### config.mk
export PLATFORM = sky130hd
export DESIGN_NAME = seven_seg_capture
export DESIGN_NICKNAME = d
export VERILOG_FILES = /design/src/rtl/seven_seg_pkg.sv /design/src/rtl/seven_seg_decode.sv /design/src/rtl/seven_seg_capture.sv
export SDC_FILE = /design/constraint.sdc
export NUM_CORES = 1
export LEC_CHECK = 0
export ABC_AREA = 1
export CAP_MARGIN = 20
export CORE_MARGIN = 5
export CORE_UTILIZATION = 57
export DETAILED_ROUTE_END_ITERATION = 6
export HOLD_SLACK_MARGIN = 0.15
export PLACE_DENSITY = 0.87
export SYNTH_ARGS = -nofsm -noshare
export SYNTH_HDL_FRONTEND = slang
export SYNTH_SLANG_ARGS = --single-unit
### constraint.sdc
create_clock -name clk -period 1.76 [get_ports clk]
set_clock_uncertainty 0.05 [all_clocks]
set_input_delay 0.352 -clock clk [delete_from_list [all_inputs] [get_ports clk]]
set_output_delay 0.352 -clock clk [all_outputs]
set_load 0.05 [all_outputs]
### src/rtl/seven_seg_pkg.sv
// Shared seven-segment definitions: segment patterns (dp clear), dp position,
// capture FSM states and the per-digit filter slot record.
package seven_seg_pkg;

    localparam int unsigned SEG_W  = 8;
    localparam int unsigned NIB_W  = 4;
    localparam int unsigned DP_BIT = 7;

    localparam logic [SEG_W-1:0] SEG_0 = 8'h3F;
    localparam logic [SEG_W-1:0] SEG_1 = 8'h06;
    localparam logic [SEG_W-1:0] SEG_2 = 8'h5B;
    localparam logic [SEG_W-1:0] SEG_3 = 8'h4F;
    localparam logic [SEG_W-1:0] SEG_4 = 8'h66;
    localparam logic [SEG_W-1:0] SEG_5 = 8'h6D;
    localparam logic [SEG_W-1:0] SEG_6 = 8'h7D;
    localparam logic [SEG_W-1:0] SEG_7 = 8'h07;
    localparam logic [SEG_W-1:0] SEG_8 = 8'h7F;
    localparam logic [SEG_W-1:0] SEG_9 = 8'h6F;
    localparam logic [SEG_W-1:0] SEG_A = 8'h77;
    localparam logic [SEG_W-1:0] SEG_B = 8'h7C;
    localparam logic [SEG_W-1:0] SEG_C = 8'h39;
    localparam logic [SEG_W-1:0] SEG_D = 8'h5E;
    localparam logic [SEG_W-1:0] SEG_E = 8'h79;
    localparam logic [SEG_W-1:0] SEG_F = 8'h71;

    typedef enum logic [1:0] {
        S_HUNT    = 2'd0,
        S_PARTIAL = 2'd1,
        S_LOCKED  = 2'd2
    } state_t;

    // Last pattern seen on a digit slot and its decoded nibble.
    typedef struct packed {
        logic [SEG_W-1:0] last;
        logic [NIB_W-1:0] nib;
    } slot_t;

endpackage

### src/rtl/seven_seg_decode.sv
// Combinational seven-segment to hex decode; dp is not part of the pattern.
module seven_seg_decode
    import seven_seg_pkg::*;
(
    input  logic [6:0]       seg,
    output logic [NIB_W-1:0] nibble,
    output logic             valid
);

    always_comb begin
        nibble = '0;
        valid  = 1'b1;
        case ({1'b0, seg})
            SEG_0:   nibble = 4'h0;
            SEG_1:   nibble = 4'h1;
            SEG_2:   nibble = 4'h2;
            SEG_3:   nibble = 4'h3;
            SEG_4:   nibble = 4'h4;
            SEG_5:   nibble = 4'h5;
            SEG_6:   nibble = 4'h6;
            SEG_7:   nibble = 4'h7;
            SEG_8:   nibble = 4'h8;
            SEG_9:   nibble = 4'h9;
            SEG_A:   nibble = 4'hA;
            SEG_B:   nibble = 4'hB;
            SEG_C:   nibble = 4'hC;
            SEG_D:   nibble = 4'hD;
            SEG_E:   nibble = 4'hE;
            SEG_F:   nibble = 4'hF;
            default: valid  = 1'b0;
        endcase
    end

endmodule

### src/rtl/seven_seg_capture.sv
// Captures a multiplexed two-digit seven-segment bus, debounces each digit and
// republishes the displayed byte whenever both digits become stable.
module seven_seg_capture
    import seven_seg_pkg::*;
#(
    parameter int unsigned STABLE_CNT = 4,
    parameter int unsigned CNT_W      = 4
) (
    input  logic             clk,
    input  logic             rst_n,
    input  logic [SEG_W-1:0] seg_in,
    input  logic             dig_idx,
    input  logic             seg_strobe,
    output logic [7:0]       value,
    output logic             value_valid,
    output logic             locked,
    output logic [1:0]       dp_flags,
    output logic             seg_error,
    output logic [7:0]       err_count
);

    localparam logic [CNT_W-1:0] CNT_MAX = CNT_W'(STABLE_CNT);

    logic [NIB_W-1:0] dec_nib;
    logic             dec_valid;
    slot_t            slot_q [2];
    logic [CNT_W-1:0] cnt_q  [2];
    logic [1:0]       lock;
    state_t           state_q, state_d;
    logic             publish_c;

    seven_seg_decode u_decode (
        .seg    (seg_in[6:0]),
        .nibble (dec_nib),
        .valid  (dec_valid)
    );

    assign lock = {cnt_q[1] == CNT_MAX, cnt_q[0] == CNT_MAX};

    // Per-digit stability filter; only the addressed slot moves.
    always_ff @(posedge clk or negedge rst_n) begin
        if (!rst_n) begin
            for (int i = 0; i < 2; i++) begin
                slot_q[i] <= '0;
                cnt_q[i]  <= '0;
            end
        end else if (seg_strobe) begin
            if (!dec_valid) begin
                slot_q[dig_idx].last <= seg_in;
                cnt_q[dig_idx]       <= '0;
            end else if (seg_in == slot_q[dig_idx].last) begin
                if (cnt_q[dig_idx] != CNT_MAX)
                    cnt_q[dig_idx] <= cnt_q[dig_idx] + CNT_W'(1);
            end else begin
                slot_q[dig_idx].last <= seg_in;
                slot_q[dig_idx].nib  <= dec_nib;
                cnt_q[dig_idx]       <= CNT_W'(1);
            end
        end
    end

    always_ff @(posedge clk or negedge rst_n) begin
        if (!rst_n) state_q <= S_HUNT;
        else        state_q <= state_d;
    end

    always_comb begin
        state_d   = state_q;
        publish_c = 1'b0;
        case (state_q)
            S_HUNT: begin
                if (&lock)      state_d = S_LOCKED;
                else if (|lock) state_d = S_PARTIAL;
            end
            S_PARTIAL: begin
                if (&lock)       state_d = S_LOCKED;
                else if (!(|lock)) state_d = S_HUNT;
            end
            S_LOCKED: begin
                if (!(&lock)) state_d = (|lock) ? S_PARTIAL : S_HUNT;
            end
            default: state_d = S_HUNT;
        endcase
        publish_c = (state_d == S_LOCKED) && (state_q != S_LOCKED);
    end

    // Published byte and dp flags hold their contents across unlocks.
    always_ff @(posedge clk or negedge rst_n) begin
        if (!rst_n) begin
            value       <= '0;
            value_valid <= 1'b0;
            locked      <= 1'b0;
            dp_flags    <= '0;
        end else begin
            value_valid <= publish_c;
            locked      <= (state_d == S_LOCKED);
            if (publish_c) begin
                value    <= {slot_q[1].nib, slot_q[0].nib};
                dp_flags <= {slot_q[1].last[DP_BIT], slot_q[0].last[DP_BIT]};
            end
        end
    end

    always_ff @(posedge clk or negedge rst_n) begin
        if (!rst_n) begin
            seg_error <= 1'b0;
            err_count <= '0;
        end else begin
            seg_error <= seg_strobe && !dec_valid;
            if (seg_strobe && !dec_valid && (err_count != 8'hFF))
                err_count <= err_count + 8'd1;
        end
    end

endmodule

# Word level (Yosys, flattened, before mapping)
# Index checks and enable logic that the tools add are counted.
[op_classes]
mux = 29
add_sub_neg = 2
n_lt_le_gt_ge = 2
n_eq_ne = 27
reduce_logical = 11
bitwise_logic = 6
[op_table]
columns = ["op", "n"]
rows = [
  ["$eq A7 B7 Y1 const B", 12],
  ["$pmux W4 S15", 1],
  ["$bwmux W24", 2],
  ["$mux W12", 4],
  ["$mux W24", 2],
  ["$demux W12 S1", 2],
  ["$mux W8", 3],
  ["$mux W4", 5],
  ["$reduce_or A16 Y1", 1],
  ["$eq A7 B3 Y1 const B", 2],
  ["$eq A7 B6 Y1 const B", 2],
  ["$mux W2", 5],
  ["$add A8 B1 Y8 const B", 1],
  ["$and A8 B8 Y8", 1],
  ["$bwmux W8", 1],
  ["$eq A4 B3 Y1 const B", 2],
  ["$eq A8 B8 Y1", 1],
  ["$ne A8 B8 Y1 const B", 1],
  ["$not A8 Y8", 1],
  ["$and A6 B6 Y6", 1],
  ["$not A6 Y6", 1],
  ["$pmux W2 S3", 1],
  ["$reduce_and A2 Y1", 3],
  ["$add A4 B1 Y4 const B", 1],
  ["other kinds (15)", 21],
]
[totals]
reg_bits = 55
elab_cells = 90
output_inout_bits = 21
input_bits = 12

# Longest topological paths before layout
[depth]
ltp_word = 9
mapped_depth = 16
ltp_nobuf = 15

# Cells and area by module
# Synthesis repeated with hierarchy kept, for this count alone.
[hier_totals]
cells_unflattened = 383
hier_area_um2 = 3010.4
[by_module_without_submodules]
columns = ["module", "area_each_um2", "cells_each", "seq_area_each_um2", "n_inst"]
rows = [
  ["seven_seg_capture", 2695.1, 317, 1376.3, 1],
  ["seven_seg_decode", 315.3, 66, 0.0, 1],
]

# Worst setup path after synthesis
# Ideal clock, no wire load.
[synth_path]
path_type = "in2reg"
from = "input dig_idx"
to = "register cnt_q[1] in the netlist's numbering"
slack_ps = -126
path_buffers = 3
setup_ps = 65
stages = 12
t_required_ps = 1645
arrival_time_ps = 1771
path_cell_list = "buf_6 > buf_6 > buf_2 > nor2_1 > a21oi_1 > inv_1 > ha_1 > nand3_1 > nand3_1 > nor2_2 > nand2_1 > nand2_1"
[synth_via]
elab_chain_cells = 9
word_cells_on_any_way = 25
classes_between = "add/sub: 1; order compare: 2; eq/ne: 3; mux: 12; bitwise: 5; reduce/logical: 2"
[synth_lines]
columns = ["item", "line", "rtl"]
rows = [
  ["start: declaration", "seven_seg_capture.sv:12", "input logic dig_idx,"],
  ["$not A1 Y2 (not written as such) *", "n/a", ""],
  ["$mux W4 (not written as such), or another cell as far along", "seven_seg_capture.sv:52, seven_seg_capture.sv:53", ""],
  ["$mux W4 (not written as such) / $logic_and A1 B1 Y1 (equally long branches)", "n/a", ""],
  ["$mux W4 (on tied branches)", "n/a", ""],
  ["$add A4 B1 Y4 / $demux W4 S1 (equally long branches)", "seven_seg_capture.sv:53, seven_seg_capture.sv:50, seven_seg_capture.sv:57", ""],
  ["$bwmux W8 / $not A6 Y6 (equally long branches)", "n/a", ""],
  ["$mux W8 / $and A6 B6 Y6 (equally long branches)", "n/a", ""],
  ["$mux W8", "seven_seg_capture.sv:51", "end else if (seg_in == slot_q[dig_idx].last) begin"],
  ["$mux W8", "seven_seg_capture.sv:48", "if (!dec_valid) begin"],
  ["end signal: indexed assignment", "seven_seg_capture.sv:53", "cnt_q[dig_idx] <= cnt_q[dig_idx] + CNT_W'(1);"],
  ["end: declaration", "seven_seg_capture.sv:27", "logic [CNT_W-1:0] cnt_q [2];"],
]
# Every way passes the cells marked *; elsewhere a longest branch is shown, timed or not. The select of a mux whose other input is x is not followed.
# A chain may end at the register's enable or synchronous reset.

# Final worst setup path
[layout_path]
from = "register slot_q[6] in the netlist's numbering"
to = "register cnt_q[4] in the netlist's numbering"
[layout_via]
elab_chain_cells = 6
word_cells_on_any_way = 8
classes_between = "eq/ne: 2; mux: 5; reduce/logical: 1"
[layout_lines]
columns = ["item", "line", "rtl"]
rows = [
  ["start: declaration", "seven_seg_capture.sv:26", "slot_t slot_q [2];"],
  ["$mux W12 (not written as such) * (3 in series)", "seven_seg_capture.sv:51", ""],
  ["$eq A8 B8 Y1 *", "seven_seg_capture.sv:51", ""],
  ["$ne A3 B2 Y1 (no source line) / $mux W8 (equally long branches)", "n/a", ""],
  ["$reduce_and A2 Y1 (no source line) / $mux W8 (equally long branches)", "n/a", ""],
]
# Marks and branches as above.

==> flow_summary.ini <==
[status]
status = complete, but fails checks
failing_checks = setup timing

[finish]
design.final.nets = 528
layout-area-overhead-vs-synth_pct = 33.3
finalNonFillerCells = 586
utilization_pct = 76.8
antenna_cells_inserted = 0
ratio_of_cells_with_drive_above_1_in_the_final_layout_pct = 29.2

[grt]
overflow = 0
grt_start_max_net_pins = 40
global_route_wire_length_before_repair_mm = 13.6
grt_pass1_vias = 2952
grt_antenna_before_repair = 0
globalRouteTotalUtil_pct = 23.4

[worst_setup_path]
setup.worst_path.end_class = flip-flop
setup.worst_path.class = flip-flop to flip-flop
cp_max_fo = 5
worstSetupStartpointType = flip-flop
cp_data_required_time_ns = 1.92
cp.arrival_ns = 1.97

[power_and_ir_drop]
power.density_cell_area_nw_per_um2 = 801
peakVddDrop_mv = 0.704
total_leakage_power_nw = 2.29

[logic_synthesis]
top_cells_by_area_synth = sky130_fd_sc_hd__dfrtp_1, sky130_fd_sc_hd__nand2_1, sky130_fd_sc_hd__nand3_1, sky130_fd_sc_hd__inv_1, sky130_fd_sc_hd__o21ai_1
synth.most_common_cell = sky130_fd_sc_hd__nand2_1
synth_area_leader_cell = sky130_fd_sc_hd__dfrtp_1
synth_enable_flop_cells = 0
top_cell_types_by_occurrence_after_synthesis = sky130_fd_sc_hd__nand2_1, sky130_fd_sc_hd__dfrtp_1, sky130_fd_sc_hd__nand3_1
ys_seq_elements = 55
yosys_warnings = 0
synth_flop_cell = sky130_fd_sc_hd__dfrtp_1
synth-async-reset-ratio_pct = 100
post_synth_inst_count = 427
synth_cell_types = 29
synth_area_sq_um = 3130
synth_seq_area_share_pct = 43.9
postSynthNetCount = 442
avgSynthCellArea_sq_um = 7.34
post_synth_top_area_share_pct = 43.9

[timing]
timing.final.max_slew_violations = 0
min_period_over_period_pct = 103
achievable_frequency_mhz = 554
max_slew_margin_pct = 73.2
final_min_period_ns = 1.81
hold_ws_ns = 0.388
worst-slew-pin-transition_ns = 0.401
finalHoldViolCount = 0
tns_ns = -0.0713
fin_ws_ns = -0.0464
finalSetupViolCount = 3
grt_setup_unrepaired = yes

[clock_tree]
clkTransAtPathRegs_ns = 0.10
cts_made_buffers = 5
clock_sinks = 55
htree_levels = 2
tritoncts = yes
max-clock-path-buffers = 2
clock_latency_ns = 0.32
cell_at_the_root_of_the_clock_tree = sky130_fd_sc_hd__clkbuf_8

[detailed_routing]
drt_first_pass_iters = 5
wl_per_cell_microns = 15.6
ant_nets = 0
drt-vias-per-instance = 5.63
vias = 3299
drt_first_iter_violations = 396
total_wirelength_of_the_detailed_routed_design_mm = 9.13
drc = 0

[placement]
detailedPlace.worstSlack_ns = -0.600
port_buffers = 32
placed_cells_incl_taps = 565
dp_hpwl_mm = 5.47
final_weighted_congestion_of_routability_driven_global_placement = 0.923

[floorplanning]
starting_density_of_the_core_pct = 57.6
die_area_sq_um = 7080
die_height_microns = 84.1
row_count = 27
die_w_microns = 84.1
placeableCoreArea_sq_um = 5440
boundaryPins = 33

[worst_hold_path]
holdCritPathClass = input port to flip-flop

[run]
drv_cap = 0
==> power by group <==
group | total (mW) | switching [mW] | internal [mW]
logic | 1.03 | 0.636 | 0.393
clock network | 0.755 | 0.433 | 0.322
registers | 1.56 | 0.145 | 1.41
total | 3.34 | 1.21 | 2.13
==> timing repair <==
action                     in CTS  in global routing
hold buffers                    1                  0
buffers inserted                2                  7
setup endpoints to repair      40                 48
gates resized for setup        18                 40
pin swaps                       2                 20
hold endpoints to repair       16                  0
cloned                          1                  2
==> path summary, 6_finish.rpt <==
kind / end / depth (start not counted) / slack, ns / start
worst min register to register: slot_q[13] / 2 / 0.43 / slot_q[13]
worst max register to register: cnt_q[4] / 12 / -0.05 / slot_q[6]
worst max-delay path: cnt_q[4] / 12 / -0.05 / slot_q[6]
worst min-delay path: slot_q[11] / 4 / 0.39 / seg_in[7]
min in group asynchronous: err_count[2] / 2 / 0.43 / rst_n
max in group asynchronous: err_count[0] / 3 / 0.69 / rst_n
==> state kept, by name (all words and copies together) (netlist names) <==
signal,count
cnt_q,8
locked,1
err_count,8
seg_error,1
state_q,2
dp_flags,2
value_valid,1
slot_q,24
value,8
==> routing by layer <==
layer | GRT usage, % | share of wire (%) | up-vias | wire length [microns]
met5 | 0 | 0 | - | 0
met4 | 7.89 | 3.2 | 0 | 294
met3 | 2.75 | 7.9 | 34 | 724
met2 | 41.5 | 50 | 202 | 4580
met1 | 29.6 | 39 | 1551 | 3530
li1 | - | - | 1512 | -
==> critical path, cell delays in order (launching register included) <==
cell,delay (ns)
sky130_fd_sc_hd__dfrtp_1,0.43
sky130_fd_sc_hd__nand2_4,0.09
sky130_fd_sc_hd__nand3_1,0.14
sky130_fd_sc_hd__nand2_2,0.07
sky130_fd_sc_hd__nor2_1,0.12
sky130_fd_sc_hd__nand2_2,0.08
sky130_fd_sc_hd__nor2_4,0.17
sky130_fd_sc_hd__nand2_8,0.10
sky130_fd_sc_hd__buf_4,0.15
sky130_fd_sc_hd__nand2_4,0.07
sky130_fd_sc_hd__nand2_1,0.08
sky130_fd_sc_hd__nand2_1,0.07
sky130_fd_sc_hd__nand2_1,0.07
==> cell usage in the layout (no fill, tap or decap), types with 2 or more instances in the layout <==
master                      instances
sky130_fd_sc_hd__nand2_4            3
sky130_fd_sc_hd__nor3_1             5
sky130_fd_sc_hd__buf_12             6
sky130_fd_sc_hd__clkbuf_16          2
sky130_fd_sc_hd__nand3_1           34
sky130_fd_sc_hd__dfrtp_1           53
sky130_fd_sc_hd__nor2_4             8
sky130_fd_sc_hd__nand2_1          176
sky130_fd_sc_hd__nand3_2            4
sky130_fd_sc_hd__buf_4             69
sky130_fd_sc_hd__inv_1             27
sky130_fd_sc_hd__inv_2              9
sky130_fd_sc_hd__o21ai_1           21
sky130_fd_sc_hd__clkbuf_8           6
sky130_fd_sc_hd__buf_2              2
sky130_fd_sc_hd__ha_1               3
sky130_fd_sc_hd__nand4_1            7
sky130_fd_sc_hd__nand3_4            6
sky130_fd_sc_hd__xor2_1             2
sky130_fd_sc_hd__dfrtp_2            2
sky130_fd_sc_hd__xnor2_1            7
sky130_fd_sc_hd__clkbuf_2           7
sky130_fd_sc_hd__nand2_2           10
sky130_fd_sc_hd__nor2_2             7
sky130_fd_sc_hd__o21ai_0            2
sky130_fd_sc_hd__nor2_1            21
==> cell families (layout without fill, tap and decap cells) <==
group	after synthesis	after routing	synth area share (%)
buffers and inverters	49	136	7.79
AOI/OAI and AO/OA	25	25	3.99
and+or+nand+nor	286	286	40.6
DFF	55	55	43.9
xor gates and xnor gates	9	9	2.52
adders and majority gates	3	3	1.20
==> cell type report <==
cell class	count	area (sq um)
inverter	37	146
fill	340	1260
clock buffer	6	82.6
clock inverter	2	16.3
timing repair buffer	91	810
tap	72	90.1
sequential	55	1380
multi-input combinational	323	1650
==> metrics by stage <==
step	instance area, sq um	total power, mW
detailed placement	3820	2.50
global route	4180	3.52
finish	4180	3.34
CTS	3990	3.24
global placement	3820	2.45
floorplan	3150	2.16
No activity file was read; power rests on OpenSTA's default activity.
==> edit 1 (same settings) <==
The parameter `CNT_W` goes from 4 to 6.
--- a/src/rtl/seven_seg_capture.sv
+++ b/src/rtl/seven_seg_capture.sv
@@ -4,7 +4,7 @@
     import seven_seg_pkg::*;
 #(
     parameter int unsigned STABLE_CNT = 4,
-    parameter int unsigned CNT_W      = 4
+    parameter int unsigned CNT_W      = 6
 ) (
     input  logic             clk,
     input  logic             rst_n,
Formal check against the unedited RTL: no difference found for any inputs over 10 cycles, from zero or initial values and one cycle with rst_n low; that may be too few to reach the edited logic, so the function may still have changed.
==> edit 1 against the original RTL <==
Design area up 29%. Synthesized cell count up 18%. Worst setup slack worse by 0.28 ns. Area after synthesis up 15%. Via count up 44%. Wire length up 84%. Critical path type is now in2reg. The run ends with design-rule violations, negative setup slack left. Power up 37%. Sequential cell count up 4.
==> edit 1: results (changes against the original RTL) <==
Top fanout value on the critical path: 19 (+14). The total number of nets in the final design is 655 (+24%), and the depth of the most critical reg-to-reg path is 13 (+1). Master of the slowest instance on the critical path: sky130_fd_sc_hd__nor2_4.

The total leakage power came out at 2.83 nW (+23%). The destination of the worst hold path is slot_q[4]$_DFFE_PN0P_. The final-report setup violation count is 47 (+44).

The tools report the global routing met1 resource utilization as 43.3% (+14 points). For the total number of H-tree levels, the log shows 3 (+1). The run gives 9.03% (+6.3 points) as the met3 capacity usage during global routing.

The logs give 57.4% (+16 points) for the met2 usage and 41.0% (-2.9 points) for the sequential element share of the synthesized area. The post-route total power was 4.57 mW (+37%). The global-route usage over all layers came out at 36.1% (+13 points).

The complex-gate fraction of the synthesized area works out to 5.32% (+1.3 points). The checks that failed: design-rule violations, negative setup slack. The run gives 7180 µm (+31%) as the detailed-placement wirelength estimate. The ratio of cells with drive above 1 in the final layout was 42.5% (+13 points). Ranked by total cell area, the synthesized netlist is headed by sky130_fd_sc_hd__dfrtp_1 (41%), sky130_fd_sc_hd__nand2_1 (22%), sky130_fd_sc_hd__nand3_1 (8.5%).

The post-synthesis mux area share was 0.278% (+0.28 points); the slew at the pin closest to its max-slew limit was 0.343 ns (-0.0588 ns). The tools report the total wirelength of the detailed-routed design as 16800 µm (+84%). The via count of the first global-routing pass came out at 4298 (+46%). The number of design rule violations left after detail routing was 135 (+135); the setup slack of the critical path after layout was -0.330 ns (-0.284 ns). The commonest cells after synthesis are sky130_fd_sc_hd__nand2_1 (212), sky130_fd_sc_hd__nand3_1 (61), sky130_fd_sc_hd__dfrtp_1 (59). The logs give 31 (+6.9%) for the distinct cell type count of the synthesized netlist and 2.33 ns (+0.36 ns) for the endpoint arrival time on the critical path. The flow ran to the end, but the final reports show violations.
==> edit 1: cell count changes after synthesis, moves of 5 or more <==
| cell | unedited run | this run |
|---|---|---|
| sky130_fd_sc_hd__nor2_1 | 26 | 36 |
| sky130_fd_sc_hd__nand3_2 | 6 | 1 |
| sky130_fd_sc_hd__o21ai_1 | 21 | 11 |
| sky130_fd_sc_hd__nand3_1 | 37 | 61 |
| sky130_fd_sc_hd__o21ai_2 | 0 | 10 |
| sky130_fd_sc_hd__nand2_1 | 186 | 212 |
| sky130_fd_sc_hd__inv_1 | 28 | 44 |
==> edit 1: how the worst max path moves through the flow <==
stage / depth (start not counted) / endpoint / start / slack [ns]
2_1_floorplan: 12 / cnt_q[1]$_DFFE_PN0P_ / seg_in[4] / 0.002
3_3_place_gp: 13 / slot_q[1]$_DFFE_PN0P_ / seg_in[1] / -0.68
3_5_place_dp: 14 / cnt_q[4]$_DFFE_PN0P_ / dig_idx / -0.77
4_1_cts: 12 / cnt_q[4]$_DFFE_PN0P_ / slot_q[10]$_DFFE_PN0P_ / -0.01
5_1_grt: 15 / cnt_q[4]$_DFFE_PN0P_ / slot_q[6]$_DFFE_PN0P_ / -0.44
6_report: 17 / slot_q[18]$_DFFE_PN0P_ / dig_idx / -0.33
==> edit 1: logic make-up (layout without fill, tap and decap cells) <==
kind of cell             Yosys count  count (layout)
adder cells (fa/ha/maj)            3               3
XOR/XNOR                           7               7
flip-flops                        59              59
AND/OR/NAND/NOR                  342             346
multiplexers                       1               1
buffers and inverters             63             199
AO/OA/AOI/OAI                     30              30
==> edit 1: metal layers <==
layer | vias to the layer above | share of wire (%)
met5 | - | 0
met4 | 0 | 12
met3 | 232 | 14
met2 | 523 | 42
met1 | 2122 | 32
li1 | 1873 | -
==> edit 1: timing repair <==
item | 4_1_cts | 5_1_grt
setup endpoints to repair | 54 | 55
buffers inserted | 7 | 12
gates resized for setup | 70 | 66
pin swaps | 21 | 36
gates cloned | 6 | 1
hold buffers | 1 | 0
endpoints found under the hold margin | 59 | 0
==> edit 1: layout make-up <==
type | instances | share of cell area, %
Sequential cell | 59 | 27.6
Clock buffer | 9 | 2.31
Tap cell | 77 | 1.79
Multi-Input combinational cell | 387 | 40.9
Inverter | 51 | 4.17
Clock inverter | 7 | 1.86
Timing Repair Buffer | 132 | 21.4
==> edit 1: stage by stage <==
stage	instances	cell area [µm²]	util (%)	setup slack [ns]	hold slack, ns
after CTS	709	5060	81.1	-0.0133	0.430
after global placement	679	4520	72.4	-0.677	0.333
final	722	5370	86.0	-0.330	0.369
after detailed placement	679	4520	72.4	-0.770	0.333
after floorplan	505	3650	-	0.00231	0.00641
after global routing	722	5370	86.0	-0.437	0.380
==> edit 2 (same flow settings) <==
Made on the original files. Reset style: synchronous (`rst_n`), changed in 4 clocked blocks.
--- a/src/rtl/seven_seg_capture.sv
+++ b/src/rtl/seven_seg_capture.sv
@@ -38,7 +38,7 @@
     assign lock = {cnt_q[1] == CNT_MAX, cnt_q[0] == CNT_MAX};
 
     // Per-digit stability filter; only the addressed slot moves.
-    always_ff @(posedge clk or negedge rst_n) begin
+    always_ff @(posedge clk) begin
         if (!rst_n) begin
             for (int i = 0; i < 2; i++) begin
                 slot_q[i] <= '0;
@@ -59,7 +59,7 @@
         end
     end
 
-    always_ff @(posedge clk or negedge rst_n) begin
+    always_ff @(posedge clk) begin
         if (!rst_n) state_q <= S_HUNT;
         else        state_q <= state_d;
     end
@@ -85,7 +85,7 @@
     end
 
     // Published byte and dp flags hold their contents across unlocks.
-    always_ff @(posedge clk or negedge rst_n) begin
+    always_ff @(posedge clk) begin
         if (!rst_n) begin
             value       <= '0;
             value_valid <= 1'b0;
@@ -101,7 +101,7 @@
         end
     end
 
-    always_ff @(posedge clk or negedge rst_n) begin
+    always_ff @(posedge clk) begin
         if (!rst_n) begin
             seg_error <= 1'b0;
             err_count <= '0;
Check against the original RTL: differs if rst_n is asserted again (counterexample within 4 cycles, from zero or initial values and one cycle with rst_n low); with rst_n held inactive, the same outputs for 10 cycles.
==> edit 2 against the original RTL <==
The run still ends with negative setup slack left. Area after synthesis is 7.2% lower. First-iteration DRC count shrank 13%. Sequential cell count stayed put. Via count fell by 4.4%. Power is 17% lower. Sequential power is 7% lower. Wire length is 6.9% higher. Worst setup slack worse by 0.15 ns. Design area shrank 0.54%. Cell count decreased by 10%. Combinational power fell by 45%. Critical endpoint is now cnt_q[1][3]$_SDFFCE_PN0P_. Largest cell class unchanged. Highest routed layer unchanged.
==> edit 2: results (changes against the original RTL) <==
The tools report the final number of hold-violating endpoints as 0 (unchanged). Met1 routed wirelength after detailed routing: 3430 µm (-2.7%). The run gives 3153 (-4.4%) as the total number of vias. The total leakage power is 1.88 nW (-18%), and the distinct cell type count of the synthesized netlist is 31 (+6.9%).

The met3 wire length is 911 µm (+26%), and the number of flops mapped to enable cells by yosys is 32 (+32). The run gives 2968 (+0.54%) as the via count of the first global-routing pass. Global-route wire length before repair: 13600 µm (-0.10%).

The detailed-placement wirelength estimate came out at 5050 µm (-7.8%). Sorting the synthesized cells by how often they occur yields sky130_fd_sc_hd__nand2_1 (105), sky130_fd_sc_hd__nor2_1 (61), sky130_fd_sc_hd__inv_1 (34). After synthesis, the cell types taking the most area are sky130_fd_sc_hd__edfxtp_1 (33%), sky130_fd_sc_hd__dfxtp_1 (16%), sky130_fd_sc_hd__nand2_1 (14%).

The ratio of cells with drive above 1 in the final layout came out at 43.8% (+15 points). The number of DRC violations after detailed-routing iteration 0 was 345 (-13%); the number of nets in the synthesized netlist was 385 (-13%). The global-route usage over all layers is 27.1% (+3.7 points), and the total met2 wirelength after detailed routing is 4760 µm (+3.8%). The most frequent cell after synthesis was sky130_fd_sc_hd__nand2_1. The mean cell area of the mapped netlist is 7.86 µm² (+7.1%), and the endpoint arrival time on the critical path is 1.93 ns (-0.04 ns). The tools report the number of detailed-route iterations in the first pass as 6 (+1).

Total number of nets in the final design: 471 (-11%). The checks that failed: negative setup slack. The worst hold path belongs to the class reg2reg. The share of synthesized flip-flops with an asynchronous set or reset is 0% (-100 points). The tools report the number of standard cells in the layout, taps in and fillers out as 527 (-10%). The final-report setup violation count is 66 (+63). The run gives 22 (-45%) as the maximum number of pins on one net before global-route repair.

The run gives 507 (-10%) as the placed instance count. The sequential element share of the synthesized area was 48.9% (+5.0 points); the total wirelength of the detailed-routed design was 9760 µm (+6.9%). The worst ir drop on vdd is 0.466 mV (-34%), and the global routing met1 resource utilization is 30.0% (+0.40 points). The tools report the minimum hold slack as 0.399 ns (+0.0108 ns).

The count of hold-fix buffers inserted at cts was 0 (-1). The global placer's final weighted congestion is 0.920 (-0.41%). In this run the clock root is driven by a sky130_fd_sc_hd__clkbuf_8. Top fanout value on the critical path: 4 (-1).

For this run, the leading register cell type out of synthesis is sky130_fd_sc_hd__edfxtp_1. The flow ran to the end, but the final reports show violations. For the setup slack of the critical path after layout, the log shows -0.192 ns (-0.146 ns). On the critical path, the stage with the largest delay is an instance of sky130_fd_sc_hd__edfxtp_1. The logs give 49.5% (+8.0 points) for the met2 usage and 5.48% (+2.7 points) for the met3 capacity usage during global routing.

The max-slew headroom at the worst pin is 64.9% (-8.4 points).
[edit 2: cell count changes after synthesis, moves of 7 or more]
cell                       before  now
sky130_fd_sc_hd__nand2_2        3   10
sky130_fd_sc_hd__nand3_1       37   18
sky130_fd_sc_hd__nor2_1        26   61
sky130_fd_sc_hd__edfxtp_1       0   32
sky130_fd_sc_hd__nand2_1      186  105
sky130_fd_sc_hd__o21ai_0        2   12
sky130_fd_sc_hd__dfrtp_1       55    0
sky130_fd_sc_hd__o21ai_1       21    0
sky130_fd_sc_hd__a21oi_1        2   16
sky130_fd_sc_hd__dfxtp_1        0   23
[edit 2: cells by family after synthesis]
logic type / count (synthesis) / share of synthesized area, %
AND/OR/NAND/NOR: 222 / 34.2
XOR/XNOR: 7 / 2.11
buffers and inverters: 51 / 7.19
adder cells (fa/ha/maj): 3 / 1.29
AO/OA/AOI/OAI: 32 / 6.37
flip-flops: 55 / 48.9
[edit 2: path summary, 6_finish.rpt]
check | from | endpoint | depth (start not counted)
min | value[0]$_SDFFE_PN0P_ | value[0]$_SDFFE_PN0P_ | 2
min reg2reg | value[0]$_SDFFE_PN0P_ | value[0]$_SDFFE_PN0P_ | 2
max | slot_q[0][9]$_SDFFCE_PN0P_ | cnt_q[1][3]$_SDFFCE_PN0P_ | 13
max reg2reg | slot_q[0][9]$_SDFFCE_PN0P_ | cnt_q[1][3]$_SDFFCE_PN0P_ | 13
[edit 2: critical path: cells and delay by family (launching register included)]
kind          cells  cell delay [ns]
flops             1             0.42
buf+inv           2             0.17
simple gates     11             1.02
[edit 2: what timing repair did]
| action | CTS | global route |
|---|---|---|
| pin swaps | 13 | 17 |
| cloned | 3 | 0 |
| resized for setup | 56 | 85 |
| buffers inserted | 5 | 4 |
| endpoints found under the setup margin | 72 | 82 |
[edit 2: through the flow]
stage | worst slack, ns | instance area (µm²) | TNS, ns | utilization (%)
6_report | -0.192 | 4150 | -9.01 | 82.4
5_1_grt | -0.249 | 4150 | -12.60 | 82.4
4_1_cts | -0.0326 | 3920 | -0.748 | 77.7
3_5_place_dp | -0.776 | 3610 | -50.18 | 71.6
3_3_place_gp | -0.725 | 3610 | -46.22 | 71.6
2_1_floorplan | -0.00962 | 2980 | -0.0878 | -
[edit 2: power by group]
part	internal, mW	total (mW)	switching [mW]
combinational	0.213	0.570	0.357
sequential	1.42	1.45	0.0295
clock	0.322	0.755	0.433
total	1.96	2.77	0.819
[edit 2: cell type report]
cell class | count | area [µm²]
sequential | 55 | 1420
clock buffer | 6 | 82.6
clock inverter | 2 | 16.3
inverter | 43 | 191
tap | 70 | 87.6
timing repair buffer | 85 | 679
multi-input combinational | 266 | 1670
fill | 263 | 890
